### config.mk
export PLATFORM = sky130hd
export DESIGN_NAME = regfile_arbiter
export DESIGN_NICKNAME = d
export VERILOG_FILES = /design/src/rtl/regfile_arbiter.sv
export SDC_FILE = /design/constraint.sdc
export NUM_CORES = 1
export LEC_CHECK = 0
export BUFFER_PORTS_ARGS = -buffer_cell sky130_fd_sc_hd__buf_2
export CAP_MARGIN = 10
export CORE_MARGIN = 4
export CORE_UTILIZATION = 45
export DETAILED_ROUTE_END_ITERATION = 10
export PLACE_DENSITY = 0.81
export SLEW_MARGIN = 0
export SYNTH_ARGS = -nofsm -noshare
export SYNTH_HDL_FRONTEND = slang
export SYNTH_SLANG_ARGS = --single-unit
### constraint.sdc
create_clock -name clk -period 1.89 [get_ports clk]
set_clock_uncertainty 0.15 [all_clocks]
set_input_delay 0.189 -clock clk [delete_from_list [all_inputs] [get_ports clk]]
set_output_delay 0.189 -clock clk [all_outputs]
set_load 0.01 [all_outputs]
### src/rtl/regfile_arbiter.sv
// Two-requester (I2C / SPI) arbiter serialising read/write transactions onto a single-port register file.
// Optional statistics counters are compiled in when ARB_STATS_EN is defined; otherwise they read as 0.
module regfile_arbiter #(
  parameter int ADDR_W       = 8,
  parameter int DATA_W       = 8,
  parameter int RD_LATENCY   = 1,
  parameter int SPI_PRIORITY = 0
) (
  input  logic              clk,
  input  logic              rst,
  input  logic              i2c_req,
  input  logic              i2c_we,
  input  logic [ADDR_W-1:0] i2c_addr,
  input  logic [DATA_W-1:0] i2c_wdata,
  output logic              i2c_ack,
  output logic [DATA_W-1:0] i2c_rdata,
  input  logic              spi_req,
  input  logic              spi_we,
  input  logic [ADDR_W-1:0] spi_addr,
  input  logic [DATA_W-1:0] spi_wdata,
  output logic              spi_ack,
  output logic [DATA_W-1:0] spi_rdata,
  output logic [ADDR_W-1:0] reg_addr,
  output logic [DATA_W-1:0] reg_wdata,
  output logic              reg_wr,
  output logic              reg_rd,
  input  logic [DATA_W-1:0] reg_rdata,
  output logic              busy,
  output logic [15:0]       grant_cnt_i2c,
  output logic [15:0]       grant_cnt_spi,
  output logic [15:0]       contention_cnt
);

  typedef enum logic [1:0] {IDLE, ISSUE, WAIT, ACK} state_t;

  localparam logic [2:0] LAT = 3'(RD_LATENCY);

  state_t            state, state_n;
  logic              gnt_spi, gnt_spi_n;
  logic              last_spi, last_spi_n;
  logic              we_q, we_n;
  logic [2:0]        cnt, cnt_n;
  logic [ADDR_W-1:0] addr_n;
  logic [DATA_W-1:0] wdata_n, i2c_rdata_n, spi_rdata_n;
  logic              wr_n, rd_n, i2c_ack_n, spi_ack_n;
  logic              pick_spi;

  // Every output is a register, so the combinational block computes the value each
  // output will hold in the *next* state (strobes land in ISSUE, acks land in ACK).
  always_comb begin
    // NOTE: every signal gets a default before the case so no path leaves one unassigned (no latches).
    state_n     = state;
    gnt_spi_n   = gnt_spi;
    last_spi_n  = last_spi;
    we_n        = we_q;
    cnt_n       = cnt;
    addr_n      = reg_addr;
    wdata_n     = reg_wdata;
    i2c_rdata_n = i2c_rdata;
    spi_rdata_n = spi_rdata;
    wr_n        = 1'b0;
    rd_n        = 1'b0;
    pick_spi    = 1'b0;
    unique case (state)
      IDLE: begin
        if (i2c_req || spi_req) begin
          if (i2c_req && spi_req) pick_spi = (SPI_PRIORITY != 0) ? 1'b1 : !last_spi;
          else                    pick_spi = spi_req;
          gnt_spi_n = pick_spi;
          we_n      = pick_spi ? spi_we    : i2c_we;
          addr_n    = pick_spi ? spi_addr  : i2c_addr;
          wdata_n   = pick_spi ? spi_wdata : i2c_wdata;
          wr_n      = we_n;
          rd_n      = !we_n;
          state_n   = ISSUE;
        end
      end
      ISSUE: begin
        if (we_q) begin
          state_n = ACK;
        end else begin
          cnt_n   = LAT;
          state_n = WAIT;
        end
      end
      WAIT: begin
        if (cnt == 3'd1) begin
          if (gnt_spi) spi_rdata_n = reg_rdata;
          else         i2c_rdata_n = reg_rdata;
          state_n = ACK;
        end else begin
          cnt_n = cnt - 3'd1;
        end
      end
      ACK: begin
        last_spi_n = gnt_spi;
        state_n    = IDLE;
      end
    endcase
    i2c_ack_n = (state_n == ACK) && !gnt_spi_n;
    spi_ack_n = (state_n == ACK) && gnt_spi_n;
  end

  // NOTE: sequential state uses non-blocking assignments so all registers update from the same pre-edge values.
  always_ff @(posedge clk) begin
    if (rst) begin
      state     <= IDLE;
      gnt_spi   <= 1'b0;
      last_spi  <= 1'b1;
      we_q      <= 1'b0;
      cnt       <= '0;
      reg_addr  <= '0;
      reg_wdata <= '0;
      reg_wr    <= 1'b0;
      reg_rd    <= 1'b0;
      i2c_ack   <= 1'b0;
      spi_ack   <= 1'b0;
      i2c_rdata <= '0;
      spi_rdata <= '0;
      busy      <= 1'b0;
    end else begin
      state     <= state_n;
      gnt_spi   <= gnt_spi_n;
      last_spi  <= last_spi_n;
      we_q      <= we_n;
      cnt       <= cnt_n;
      reg_addr  <= addr_n;
      reg_wdata <= wdata_n;
      reg_wr    <= wr_n;
      reg_rd    <= rd_n;
      i2c_ack   <= i2c_ack_n;
      spi_ack   <= spi_ack_n;
      i2c_rdata <= i2c_rdata_n;
      spi_rdata <= spi_rdata_n;
      busy      <= (state_n != IDLE);
    end
  end

`ifdef ARB_STATS_EN
  logic [15:0] gcnt_i2c_q, gcnt_spi_q, ccnt_q;

  // Saturating counters; grant counts step on the same edge the ack rises.
  always_ff @(posedge clk) begin
    if (rst) begin
      gcnt_i2c_q <= '0;
      gcnt_spi_q <= '0;
      ccnt_q     <= '0;
    end else begin
      if (i2c_ack_n && gcnt_i2c_q != 16'hFFFF) gcnt_i2c_q <= gcnt_i2c_q + 16'd1;
      if (spi_ack_n && gcnt_spi_q != 16'hFFFF) gcnt_spi_q <= gcnt_spi_q + 16'd1;
      if (state == IDLE && i2c_req && spi_req && ccnt_q != 16'hFFFF) ccnt_q <= ccnt_q + 16'd1;
    end
  end

  assign grant_cnt_i2c  = gcnt_i2c_q;
  assign grant_cnt_spi  = gcnt_spi_q;
  assign contention_cnt = ccnt_q;
`else
  assign grant_cnt_i2c  = '0;
  assign grant_cnt_spi  = '0;
  assign contention_cnt = '0;
`endif

endmodule

==> impl_metrics.tcl, run 1 <==
set metrics [dict create \
    hp-start "spi_addr[4]" \
    min_to "reg_addr[4]" \
    grt_start_max_net_pins 34 \
    ys_warn_count 0 \
    hold_viol 0 \
    start_util 0.466 \
    grt_setup_unrepaired "no" \
    required_ps 1950 \
    yosysTopAreaCellShare 0.379 \
    status "complete, no violations" \
    avgSynthCellArea_um2 8.88 \
    critical_path_arrival_ps 1760 \
    worstRegToRegCells 6 \
    power.total_w 0.00350 \
    synth_area_leaders "dfxtp_1, buf_4, a311oi_2" \
    grt_antenna_before_repair 0 \
    drive_above_1_share 0.324 \
    ys_ff_latch 45 \
    cts_tree "done" \
    final_nets 413 \
    syn_inst 268 \
    final-setup-viol-count 0 \
    finalCritPeriodShare 0.900 \
    drv_cap 0 \
    ctsHoldBuffers 13 \
    clock_latency_ps 300 \
    ant_nets 0 \
    r2r_slack_ps 190 \
    fin_area_mm2 0.00291 \
    ys.flop_type "dfxtp_1" \
    holdPathStages 3 \
    place.port_buffers 82 \
    die_h_um 80.7 \
    fp.dieW_um 80.7 \
    wl_met2_um 2650 \
    reg2reg_to "reg_wdata[0]" \
    hold_ws_ps 7.02 \
    ctsResizeCount 0 \
    place_area_mm2 0.00266 \
    diodes 0 \
    worstSetupPathType "reg2reg" \
    worstSetupStartpointType "register" \
    timing.setup.tns_ps 0 \
    ys_seq_area_frac 0.379 \
    dr_total_vias 1949 \
    netlist_top_cells_count "nand2_1, buf_4, dfxtp_1, nor2_1" \
    met1_length_um 2040 \
    grt_usage 0.153 \
    routedWlPerCell_um 12.0 \
    async_flop_share 0 \
    synth_edf_count 0 \
    startpoint "state[0]" \
    timing.rr.start "state[0]" \
    vdd_drop_max_uv 879 \
    globalplace.congestion 0.796 \
    dr.max_layer_used "met4" \
    root_buffer "clkbuf_8" \
    p_per_area_mw_per_mm2 1200 \
    wl_um 5170 \
    synth_cell_types 40 \
    drtPass1Iterations 4 \
    area_delta_synth_final_pct 22.4 \
    worstPathMaxFanout 33 \
    static-leakage-power_nw 1.38 \
    slew_headroom 0.592 \
    tightest_slew_ps 612 \
    yosys.cell_count.top_type "nand2_1" \
    overflow 0 \
    first_iter_violations 79 \
    cts_inserted_buffers 5 \
    drv_slew 0 \
    post_cts_buffers 0 \
    dp_hpwl_um 3810 \
    fillers 481 \
    core_mm2 0.00511 \
    grt_pass1_wl_um 7850 \
    dp.cells 410 \
    netlist_area_mm2 0.00238 \
    die_area_mm2 0.00652 \
    instances_no_fill 431 \
    remaining_drc_errors 0 \
    end_kind "register" \
    first_global_vias 1842 \
    hold_path.class "in2reg" \
    clock-sinks 45 \
    vias_per_cell 4.52 \
    wl_met3_um 408 \
    cts_max_path_buffers 2 \
    io_pins 131 \
    synth_area_leader_cell "dfxtp_1" \
    cts.clk_slew.worst_paths_ps 80 \
    fmax_ghz 0.588 \
    rows 26 \
    period_needed_ps 1700 \
    htree_levels 2 \
]
## placed cells by master, fill, tap and decap left out, types with 2 or more instances in the layout
master	count
dfxtp_1	45
dlygate4sd3_1	13
a311oi_1	3
a311oi_2	13
nor3b_2	2
ha_1	7
conb_1	48
buf_2	82
clkbuf_8	6
mux2i_1	8
o21ai_0	5
buf_4	3
a21oi_1	13
nand3_1	2
nand2_1	52
nor2_1	29
buf_12	2
inv_1	5
## kinds of logic after synthesis
group,count (synthesis),synth area share
and+or+nand+nor,100,0.189
AOI/OAI and AO/OA,39,0.154
muxes,9,0.0400
adders and majority gates,7,0.0368
other,1,0.00158
buffers and inverters,67,0.200
DFF,45,0.379
## through the flow
| stage | setup WS, ps | util |
|---|---|---|
| 2_1_floorplan | 303 | - |
| 3_3_place_gp | 315 | 0.522 |
| 3_5_place_dp | 205 | 0.522 |
| 4_1_cts | 186 | 0.571 |
| 5_1_grt | 19.7 | 0.571 |
| 6_report | 189 | 0.571 |
## layer usage
metal,vias to the layer above,GRT usage
met3,7,0.0381
li1,982,-
met1,883,0.163
met4,0,0.0541
met2,77,0.291
met5,-,0
## cell type report
class                   count  area [um^2]  share of cell area
clock buffers               6         82.6              0.0283
repair buffers            100          603               0.207
well taps                  70         87.6              0.0301
inverters                   5         18.8             0.00644
flip-flops and latches     45          901               0.309
multi-input cells         203         1180               0.406
clock inverters             2         37.5              0.0129
## power breakdown
group,leakage [nW],total [W],switching (W),internal [W]
sequential,0.369,0.00134,0.000145,0.00119
clock,0.0574,0.000747,0.000317,0.000430
combinational,0.949,0.00141,0.000804,0.000606
## worst max-delay path by stage
| stage | to | slack, ps | depth (start not counted) |
|---|---|---|---|
| 6_report | reg_wdata[0] | 190 | 6 |
| 5_1_grt | reg_addr[4] | 20 | 6 |
| 4_1_cts | reg_wdata[0] | 190 | 6 |
| 3_5_place_dp | reg_wdata[2] | 210 | 6 |
| 3_3_place_gp | spi_rdata[0] | 310 | 6 |
| 2_1_floorplan | i2c_rdata[0] | 300 | 7 |
## sequential cells by signal, indices dropped and copies added (netlist names)
signal	cells
i2c_rdata	8
reg_addr	8
reg_wdata	8
spi_rdata	8
cnt	3
state	2
busy	1
gnt_spi	1
i2c_ack	1
last_spi	1
reg_rd	1
reg_wr	1
spi_ack	1
we_q	1
## worst max-delay path: stages, from the launching register on
cell and delay [ps]:
dfxtp_1 360, inv_1 140, ha_1 220, nor2b_2 210, buf_12 210, nor2_1 70, a311oi_2 240
(Power assumes the default switching activity.)
==> inputs of run 2 (changes only) <==
--- a/config.mk
+++ b/config.mk
@@ -7,10 +7,12 @@
 export LEC_CHECK = 0
 export BUFFER_PORTS_ARGS = -buffer_cell sky130_fd_sc_hd__buf_2
 export CAP_MARGIN = 10
+export CELL_PAD_IN_SITES_DETAIL_PLACEMENT = 0
+export CELL_PAD_IN_SITES_GLOBAL_PLACEMENT = 1
 export CORE_MARGIN = 4
-export CORE_UTILIZATION = 45
+export CORE_UTILIZATION = 31
 export DETAILED_ROUTE_END_ITERATION = 10
-export PLACE_DENSITY = 0.81
+export PLACE_DENSITY_LB_ADDON = 0.1
 export SLEW_MARGIN = 0
 export SYNTH_ARGS = -nofsm -noshare
 export SYNTH_HDL_FRONTEND = slang
==> constraint.sdc (replaced) <==
create_clock -name clk -period 1.89 [get_ports clk]
set_clock_uncertainty 0.15 [all_clocks]
set_input_delay 0.189 -clock clk [delete_from_list [all_inputs] [get_ports clk]]
set_output_delay 0.189 -clock clk [all_outputs]
set_load 0.05 [all_outputs]
==> impl_metrics.tcl, run 2 (synthesis results as in run 1) <==
set metrics [dict create \
    status "complete, no violations" \
    grt_usage 0.116 \
    finalCritPeriodShare 0.888 \
    hold_viol 0 \
    drtPass1Iterations 4 \
    globalplace.congestion 0.698 \
    vias_per_cell 4.08 \
    clock-sinks 45 \
    wl_um 5500 \
    routedWlPerCell_um 11.9 \
    io_pins 131 \
    critPathTopFamily "compound AO/OA/AOI/OAI gates" \
    remaining_drc_errors 0 \
    cts.clk_slew.worst_paths_ps 90 \
    root_buffer "clkbuf_8" \
    rows 31 \
    layout_common_cells "buf_2, nand2_1, conb_1" \
    cp_num_buf_inv 2 \
    grt_pass1_wl_um 8220 \
    worstSetupStartpointType "register" \
    fillers 793 \
    cts_tree "done" \
    drive_above_1_share 0.325 \
    max_stage_delay_ps 390 \
    post_cts_buffers 0 \
    die_area_mm2 0.00914 \
    diodes 0 \
    first_iter_violations 29 \
    ctsResizeCount 0 \
    ctsHoldBuffers 14 \
    grt_setup_unrepaired "no" \
    p_per_area_mw_per_mm2 1390 \
    hold_path.class "in2reg" \
    path_cells "inv_1 -> ha_1 -> buf_4 -> o21ai_0 -> a21oi_1 -> a21oi_1" \
    ant_nets 0 \
    start_util 0.323 \
    clock_latency_ps 300 \
    dp_hpwl_um 4070 \
    worstPathMaxFanout 7 \
    overflow 0 \
    grt_antenna_before_repair 0 \
    fmax_ghz 0.596 \
    end_kind "register" \
    dp_slack_ps 240 \
    timing.setup.tns_ps 0 \
    die_h_um 95.6 \
    place.port_buffers 82 \
    dr_total_vias 1885 \
    cpMostUsedCell "a21oi_1" \
    first_global_vias 1795 \
    worstSetupPathType "reg2reg" \
    drv_slew 0 \
    vdd_drop_max_uv 516 \
    cpMaxStageDelayCell "dfxtp_1" \
    htree_levels 2 \
    drv_cap 0 \
    layout_commonest_cell "buf_2" \
    critical_path_arrival_ps 1760 \
    area_delta_synth_final_pct 23.7 \
    static-leakage-power_nw 1.38 \
    required_ps 1970 \
    core_mm2 0.00737 \
    period_needed_ps 1680 \
    cts_inserted_buffers 5 \
    final-setup-viol-count 0 \
    final_nets 415 \
    grt_start_max_net_pins 34 \
    fp.dieW_um 95.6 \
    cts_max_path_buffers 2 \
    fin_ws_ps 212 \
]
[run 2: stage by stage]
stage | cells | hold slack (ps) | utilization | power (W) | instance area [um^2]
6_report | 462 | 10.9 | 0.399 | 0.00409 | 2940
5_1_grt | 462 | 4.51 | 0.399 | 0.00437 | 2940
4_1_cts | 462 | 5.21 | 0.399 | 0.00414 | 2940
3_5_place_dp | 440 | 300 | 0.367 | 0.00347 | 2710
3_3_place_gp | 440 | 297 | 0.367 | 0.00347 | 2710
2_1_floorplan | 315 | 175 | - | 0.00317 | 2560
[run 2: metal layers]
metal,global-route usage,vias up,part of all wire
met5,0,-,0
met4,0.0284,0,0.011
met3,0.0552,6,0.11
met2,0.192,79,0.44
met1,0.135,819,0.44
li1,-,981,-
[run 2: worst register-to-register path, delay by kind of cell (launching register included)]
family	cells	cell delay, ps
buf+inv	2	280
compound gates	3	560
flops	1	390
fa+ha+maj	1	240
[run 2: area by class of cell]
cell class	instances	area (um^2)	share of cell area
flip-flops and latches	45	901	0.306
inverters	5	18.8	0.00637
clock inverters	2	13.8	0.00467
multi-input cells	203	1180	0.402
well taps	99	124	0.0421
clock buffers	6	82.6	0.0280
repair buffers	102	621	0.211
[run 2: report_power, final]
part | internal [W] | total (W) | switching [W]
combinational | 0.000608 | 0.00213 | 0.00152
clock | 0.000297 | 0.000636 | 0.000339
sequential | 0.00119 | 0.00133 | 0.000138
total | 0.00210 | 0.00409 | 0.00199
[run 2: path summary, 6_finish.rpt]
| check | start | endpoint | slack (ps) | cells past startpoint |
|---|---|---|---|---|
| worst max register to register | state[0] | cnt[2] | 210 | 6 |
| worst min register to register | spi_rdata[7] | spi_rdata[7] | 310 | 2 |
| worst max-delay path | state[0] | cnt[2] | 210 | 6 |
| worst min-delay path | i2c_wdata[0] | reg_wdata[0] | 10 | 3 |
